==> config.mk <==
export PLATFORM = sky130hd
export DESIGN_NAME = instr_fetch_buffer
export DESIGN_NICKNAME = d
export VERILOG_FILES = /design/src/rtl/instr_fetch_buffer.sv
export SDC_FILE = /design/constraint.sdc
export NUM_CORES = 1
export LEC_CHECK = 0
export ABC_CLOCK_PERIOD_IN_PS = 12110
export CORE_ASPECT_RATIO = 0.8
export CORE_UTILIZATION = 52
export DETAILED_ROUTE_END_ITERATION = 10
export PLACE_DENSITY = 0.85
export RECOVER_POWER = 50
export SYNTH_ARGS = -nofsm -noshare
export SYNTH_HDL_FRONTEND = slang
export SYNTH_SLANG_ARGS = --single-unit
==> constraint.sdc <==
create_clock -name clk_in -period 12.11 [get_ports clk_in]
set_input_delay 3.0275 -clock clk_in [delete_from_list [all_inputs] [get_ports clk_in]]
set_output_delay 3.0275 -clock clk_in [all_outputs]
set_load 0.01 [all_outputs]
==> src/rtl/instr_fetch_buffer.sv <==
// instr_fetch_buffer: circular instruction buffer between imem and decode, with branch kill.
module instr_fetch_buffer #(
  parameter int          DEPTH     = 2,
  parameter logic [31:0] NOP_INSTR = 32'h0000_0013
) (
  input  logic        clk_in,
  input  logic        rst_in,
  input  logic [31:0] imem_instr_in,
  input  logic [31:0] imem_pc_in,
  input  logic        imem_valid_in,
  output logic        imem_ready_out,
  input  logic        stall_in,
  input  logic        branch_taken_in,
  output logic [31:0] instr_out,
  output logic [31:0] pc_out,
  output logic        valid_out,
  output logic        flush_out
);
  localparam int AW = $clog2(DEPTH);
  localparam logic [AW:0] FULL = (AW+1)'(DEPTH);
  typedef enum logic {RUN, KILL} state_t;
  state_t state;
  logic [AW-1:0] wr_ptr, rd_ptr;
  logic [AW:0] count;
  logic [31:0] instr_mem [DEPTH];
  logic [31:0] pc_mem [DEPTH];
  logic enq, deq;
  assign imem_ready_out = !rst_in && (count < FULL);
  assign enq = imem_valid_in && imem_ready_out && state == RUN && !branch_taken_in;
  assign flush_out = count == '0 || branch_taken_in || state == KILL;
  assign valid_out = !flush_out;
  assign deq = valid_out && !stall_in;
  assign instr_out = valid_out ? instr_mem[rd_ptr] : NOP_INSTR;
  assign pc_out = valid_out ? pc_mem[rd_ptr] : 32'h0;
  always_ff @(posedge clk_in) begin
    if (enq) begin
      instr_mem[wr_ptr] <= imem_instr_in;
      pc_mem[wr_ptr] <= imem_pc_in;
    end
  end
  // Branch wins over any same-cycle enqueue/dequeue; KILL drops the one in-flight response.
  always_ff @(posedge clk_in or posedge rst_in) begin
    if (rst_in) begin
      state <= RUN;
      wr_ptr <= '0;
      rd_ptr <= '0;
      count <= '0;
    end else if (branch_taken_in) begin
      state <= KILL;
      wr_ptr <= '0;
      rd_ptr <= '0;
      count <= '0;
    end else begin
      state <= RUN;
      wr_ptr <= enq ? wr_ptr + AW'(1) : wr_ptr;
      rd_ptr <= deq ? rd_ptr + AW'(1) : rd_ptr;
      count <= count + (AW+1)'(enq) - (AW+1)'(deq);
    end
  end
endmodule

# Word level (Yosys, flattened, before mapping)
# Memory sizes are Yosys's and may differ from the RTL's.
# Index checks and enable logic that the tools add are counted.
totals:
  n_memories: 2
  latchBits: 0
  out_inout_bits: 67
  regBits: 5
  inputBits: 69
  mem_bits_rw: 128
  romBits: 0
  word_cells: 36
op_classes:
  n_eq_ne: 0
  n_div: 0
  n_addsub: 4
  shift: 0
  n_mul: 0
  n_mux: 10
  n_lt_le_gt_ge: 1
  n_reduce_logical: 14
  n_bitwise: 1
mem_list:
  columns: ["memory", "words", "width", "read_ports", "rd_clocked_by_memory_dff", "write_ports", "line", "rtl"]
  rows:
  - ["instr_mem", 2, 32, 1, 0, 1, "25", "logic [31:0] instr_mem [DEPTH];"]
  - ["pc_mem", 2, 32, 1, 0, 1, "26", "logic [31:0] pc_mem [DEPTH];"]
ops:
  columns: ["op", "count"]
  rows:
  - ["$mux W32", 2]
  - ["$mux W1", 7]
  - ["$logic_and A1 B1 Y1", 5]
  - ["$logic_not A1 Y1", 4]
  - ["$reduce_bool A2 Y1", 2]
  - ["$add A1 B1 Y1 const B", 2]
  - ["$add A2 B1 Y2", 1]
  - ["$logic_not A2 Y1", 1]
  - ["$logic_or A1 B1 Y1", 2]
  - ["$lt A2 B2 Y1 const B", 1]
  - ["$mux W2", 1]
  - ["$sub A2 B1 Y2", 1]
  - ["$not A1 Y1", 1]

# Longest topological paths before layout
logic_depth:
  depth_word: 8
  mapped_depth: 10
  depth_no_buf: 9

# Least setup slack after synthesis
# No wires, ideal clock.
synth_path:
  kind: "input port to output port"
  from: "in branch_taken_in"
  to: "out pc_out[10]"
  path_stages: 4
  path_buffers: 1
  arrival_ns: 3.663
  required_time_ns: 9.082
  path_slack_ns: 5.419
  cell_sequence: "nor2_1 -> o21ai_2 -> buf_2 -> nor2_1"
synth_via:
  elab_chain_cells: 3
synth_lines:
  columns: ["item", "line", "rtl"]
  rows:
  - ["start, declared", "13", "input logic branch_taken_in,"]
  - ["$logic_or A1 B1 Y1 (2 in series)", "30", "assign flush_out = count == '0 || branch_taken_in || state == KILL;"]
  - ["named net flush_out", "17", "output logic flush_out"]
  - ["$mux W32", "34", "assign pc_out = valid_out ? pc_mem[rd_ptr] : 32'h0;"]
  - ["end, declared", "15", "output logic [31:0] pc_out,"]
# The timed path passes the listed nets, and every way through them passes these cells.

# Worst setup path after layout
layout_path:
  from: "in branch_taken_in"
  to: "out instr_out[0]"
layout_via:
  elab_chain_cells: 3
layout_lines:
  columns: ["item", "line", "rtl"]
  rows:
  - ["$logic_or A1 B1 Y1 (2 in series)", "30", null]
  - ["$mux W32", "33", "assign instr_out = valid_out ? instr_mem[rd_ptr] : NOP_INSTR;"]
  - ["end, declared", "14", "output logic [31:0] instr_out,"]
# Every way passes these cells.

==> flow_summary_export.csv <==
group,metric,value,unit
status,status,"finished with violations",
status,violations,"max-capacitance violations, max-slew violations",
clock_network,clock_latency,0.41,ns
clock_network,cts_tree,"built",
placement,placed_area,6540,µm²
yosys,yosysUniqueCellTypes,21,
pwr,power,1.01,mW
cells_and_area,diodes,0,
yosys,ys.flop_type,"edfxtp_1",
timing,timing.clock.skew,0.00907,ns
pwr,power.internal,0.813,mW
timing,finalSetupViolCount,0,
flow_run,cap_violations,2,
yosys,ys_seq_elements,133,
timing,setup_tns,0,ns
setup_path,critPathLaunchType,"input port",
floorplan,pin_count,136,
setup_path,required,9.08,ns
global_route,grt_usage,21.7,%
pwr,p_leak,2.30,nW
setup_path,cp.arrival,6.66,ns
timing,post-route-period-util,80.0,%
clock_network,h-tree-depth,4,
cells_and_area,seqCellArea,3970,µm²
cells_and_area,multi_input_area,1020,µm²
global_route,grt_overflow,0,
pwr,p_per_area,143,nW/µm²
setup_path,cp-end-kind,"output pin",
clock_network,clock-sinks,133,
route,dr.pass1.iters,5,
global_route,grt_first_pass_wirelength,16300,µm
yosys,async_flop_share,3.76,%
cells_and_area,fin_util,76.0,%
floorplan,dieWidth,113,µm
yosys,synthesis.nets,370,
cells_and_area,nets,514,
setup_path,path_cells,"dlygate4sd3_1 > nor2_1 > o21ai_0 > buf_4 > inv_1 > nand2_1 > clkdlybuf4s50_1",
route,ant_nets,0,
global_route,grt_pass1_vias,3247,
setup_path,worstPathMaxFanout,36,
yosys,yosysWarnings,0,
hold_path,hold_path.class,"flip-flop to flip-flop",
placement,port_buffers,135,
pwr,power.share.switching,19.5,%
pwr,ir_drop,109,µV
timing,slew_headroom,-176,%
global_route,grt_antenna_before_repair,0,
route,viasPerCell,5.23,
cells_and_area,n_fill_cell,590,
pwr,p_comb_share,4.1,%
pwr,switchingPower,0.196,mW
yosys,syn_area_per_cell,17.0,µm²
route,dr.first_iter.drc_count,124,
yosys,synthCells,299,
floorplan,fp-row-count,31,
clock_network,ctsHoldBuffers,0,
cells_and_area,area.growth.synth_to_final,38.5,%
setup_path,max_stage_delay,1.45,ns
clock_network,numCtsBuffers,17,
timing,slew_violations,70,
placement,dp_hpwl,5980,µm
timing,fmax,0.103,GHz
clock_network,cts_buffer_depth,2,
route,finalWirelength,10100,µm
timing,finalHoldViolations,0,
placement,dp.cells,539,
pwr,p_seq_share,51.1,%
pwr,clock_power_share,44.8,%
timing,setup_ws,2.42,ns
clock_network,post_cts_resized,0,
route,wl_per_cell,17.7,µm
timing,final.min_clock_period,9.69,ns
route,drc,0,
clock_network,clockRootBuffer,"clkbuf_16",
cells_and_area,final_cells,570,
timing,rsz0062_at_grt,"false",
yosys,ys_seq_area_share,78.0,%
floorplan,die_area,10200,µm²
placement,dp_slack,3.76,ns
floorplan,dieHeight,90.5,µm
yosys,synth-edff-count,128,
floorplan,initial_core_util,54.9,%
setup_path,path_class,"input port to output pin",
route,num_vias,2981,
clock_network,cts_setup_buffers,0,
timing,worstMarginPinSlew,4.10,ns
floorplan,core-area,9270,µm²
placement,place.gp.congestion,0.773,
cells_and_area,drive_above_1_share,7.03,%
yosys,syn_area,5090,µm²
timing,timing.hold.ws,0.597,ns
clock_network,clk_pin_slew,0.05,ns
setup_path,slowest_stage,"o21ai_0",
global_route,grt_max_degree,67,
cells_and_area,design_area,7050,µm²
[placed cells by master (no fill, tap or decap), drive strengths merged]
| master | Yosys | layout |
|---|---|---|
| edfxtp | 128 | 128 |
| nor2 | 69 | 69 |
| clkdlybuf4s50 | 0 | 68 |
| dlygate4sd3 | 0 | 67 |
| mux2i | 64 | 64 |
| clkbuf | 0 | 19 |
| clkinv | 0 | 9 |
| dfrtp | 5 | 5 |
| inv | 4 | 4 |
| nand2 | 3 | 3 |
| buf | 13 | 3 |
| ha | 2 | 2 |
| clkinvlp | 0 | 2 |
| nor4b | 1 | 1 |
| xnor2 | 1 | 1 |
| o21ai | 1 | 1 |
| nand3 | 1 | 1 |
| nor2b | 1 | 1 |
| xor2 | 1 | 1 |
| and2 | 1 | 1 |
| nor3 | 1 | 1 |
| o31ai | 1 | 1 |
| or4 | 1 | 1 |
| a21oi | 1 | 1 |
| bufinv | 0 | 1 |
[cells by family (layout without fill, tap and decap cells)]
kind of cell / Yosys count / count (layout) / synth area share (%)
DFF: 133 / 133 / 78.0
muxes: 64 / 64 / 12.6
and+or+nand+nor: 78 / 78 / 6.10
adders and majority gates: 2 / 2 / 0.492
xor gates and xnor gates: 2 / 2 / 0.344
buffers and inverters: 17 / 173 / 2.02
AOI/OAI and AO/OA: 3 / 3 / 0.418
[sequential cells by signal, summed over array words and instances (netlist names)]
signal and cells:
instr_mem 64, pc_mem 64, count 2, rd_ptr 1, state 1, wr_ptr 1
[worst max-delay path, delay by kind of cell]
family                 cells  cell delay, ns
buffers and inverters      4            1.99
AO/OA/AOI/OAI              1            1.45
AND/OR/NAND/NOR            2            0.17
[synthesized netlist by cell type (2+ instances only)]
| master | number | share of area, % |
|---|---|---|
| ha_1 | 2 | 0.49 |
| buf_4 | 5 | 0.74 |
| mux2i_1 | 64 | 13 |
| nor2_1 | 69 | 5.1 |
| nand2_1 | 3 | 0.22 |
| inv_1 | 4 | 0.30 |
| dfrtp_1 | 5 | 2.5 |
| edfxtp_1 | 128 | 76 |
| buf_2 | 7 | 0.69 |
[final cells by class]
class / instances / area share, %
clock buffers: 19 / 6.14
repair buffers: 138 / 19.5
flip-flops and latches: 133 / 56.4
multi-input cells: 149 / 14.5
inverters: 4 / 0.213
well taps: 115 / 2.04
clock inverters: 12 / 1.28
[final timing paths]
check	from	end	slack (ns)	cells past startpoint
worst min register to register	wr_ptr	wr_ptr	0.60	2
worst max-delay path	branch_taken_in	instr_out[0]	2.42	7
min in group asynchronous	rst_in	count[1]	3.03	2
worst max register to register	count[1]	count[1]	7.29	8
max in group asynchronous	rst_in	rd_ptr	8.87	2
worst min-delay path	wr_ptr	wr_ptr	0.60	2
[power groups by stage]
stage	Sequential (mW)	Combinational, mW	Clock, mW
global route	0.516	0.0451	0.479
CTS	0.515	0.0465	0.461
detailed placement	0.525	0.0457	0
global placement	0.524	0.0441	0
floorplan	0.522	0.0149	0
finish	0.515	0.0416	0.452
[routing by layer]
metal	vias to the layer above	wire length (µm)	global-route usage, %
met2	103	5370	36.8
met5	-	0	0
li1	1400	-	-
met3	9	546	7.65
met4	0	105	9.00
met1	1469	4080	25.1
(Power assumes the default switching activity.)
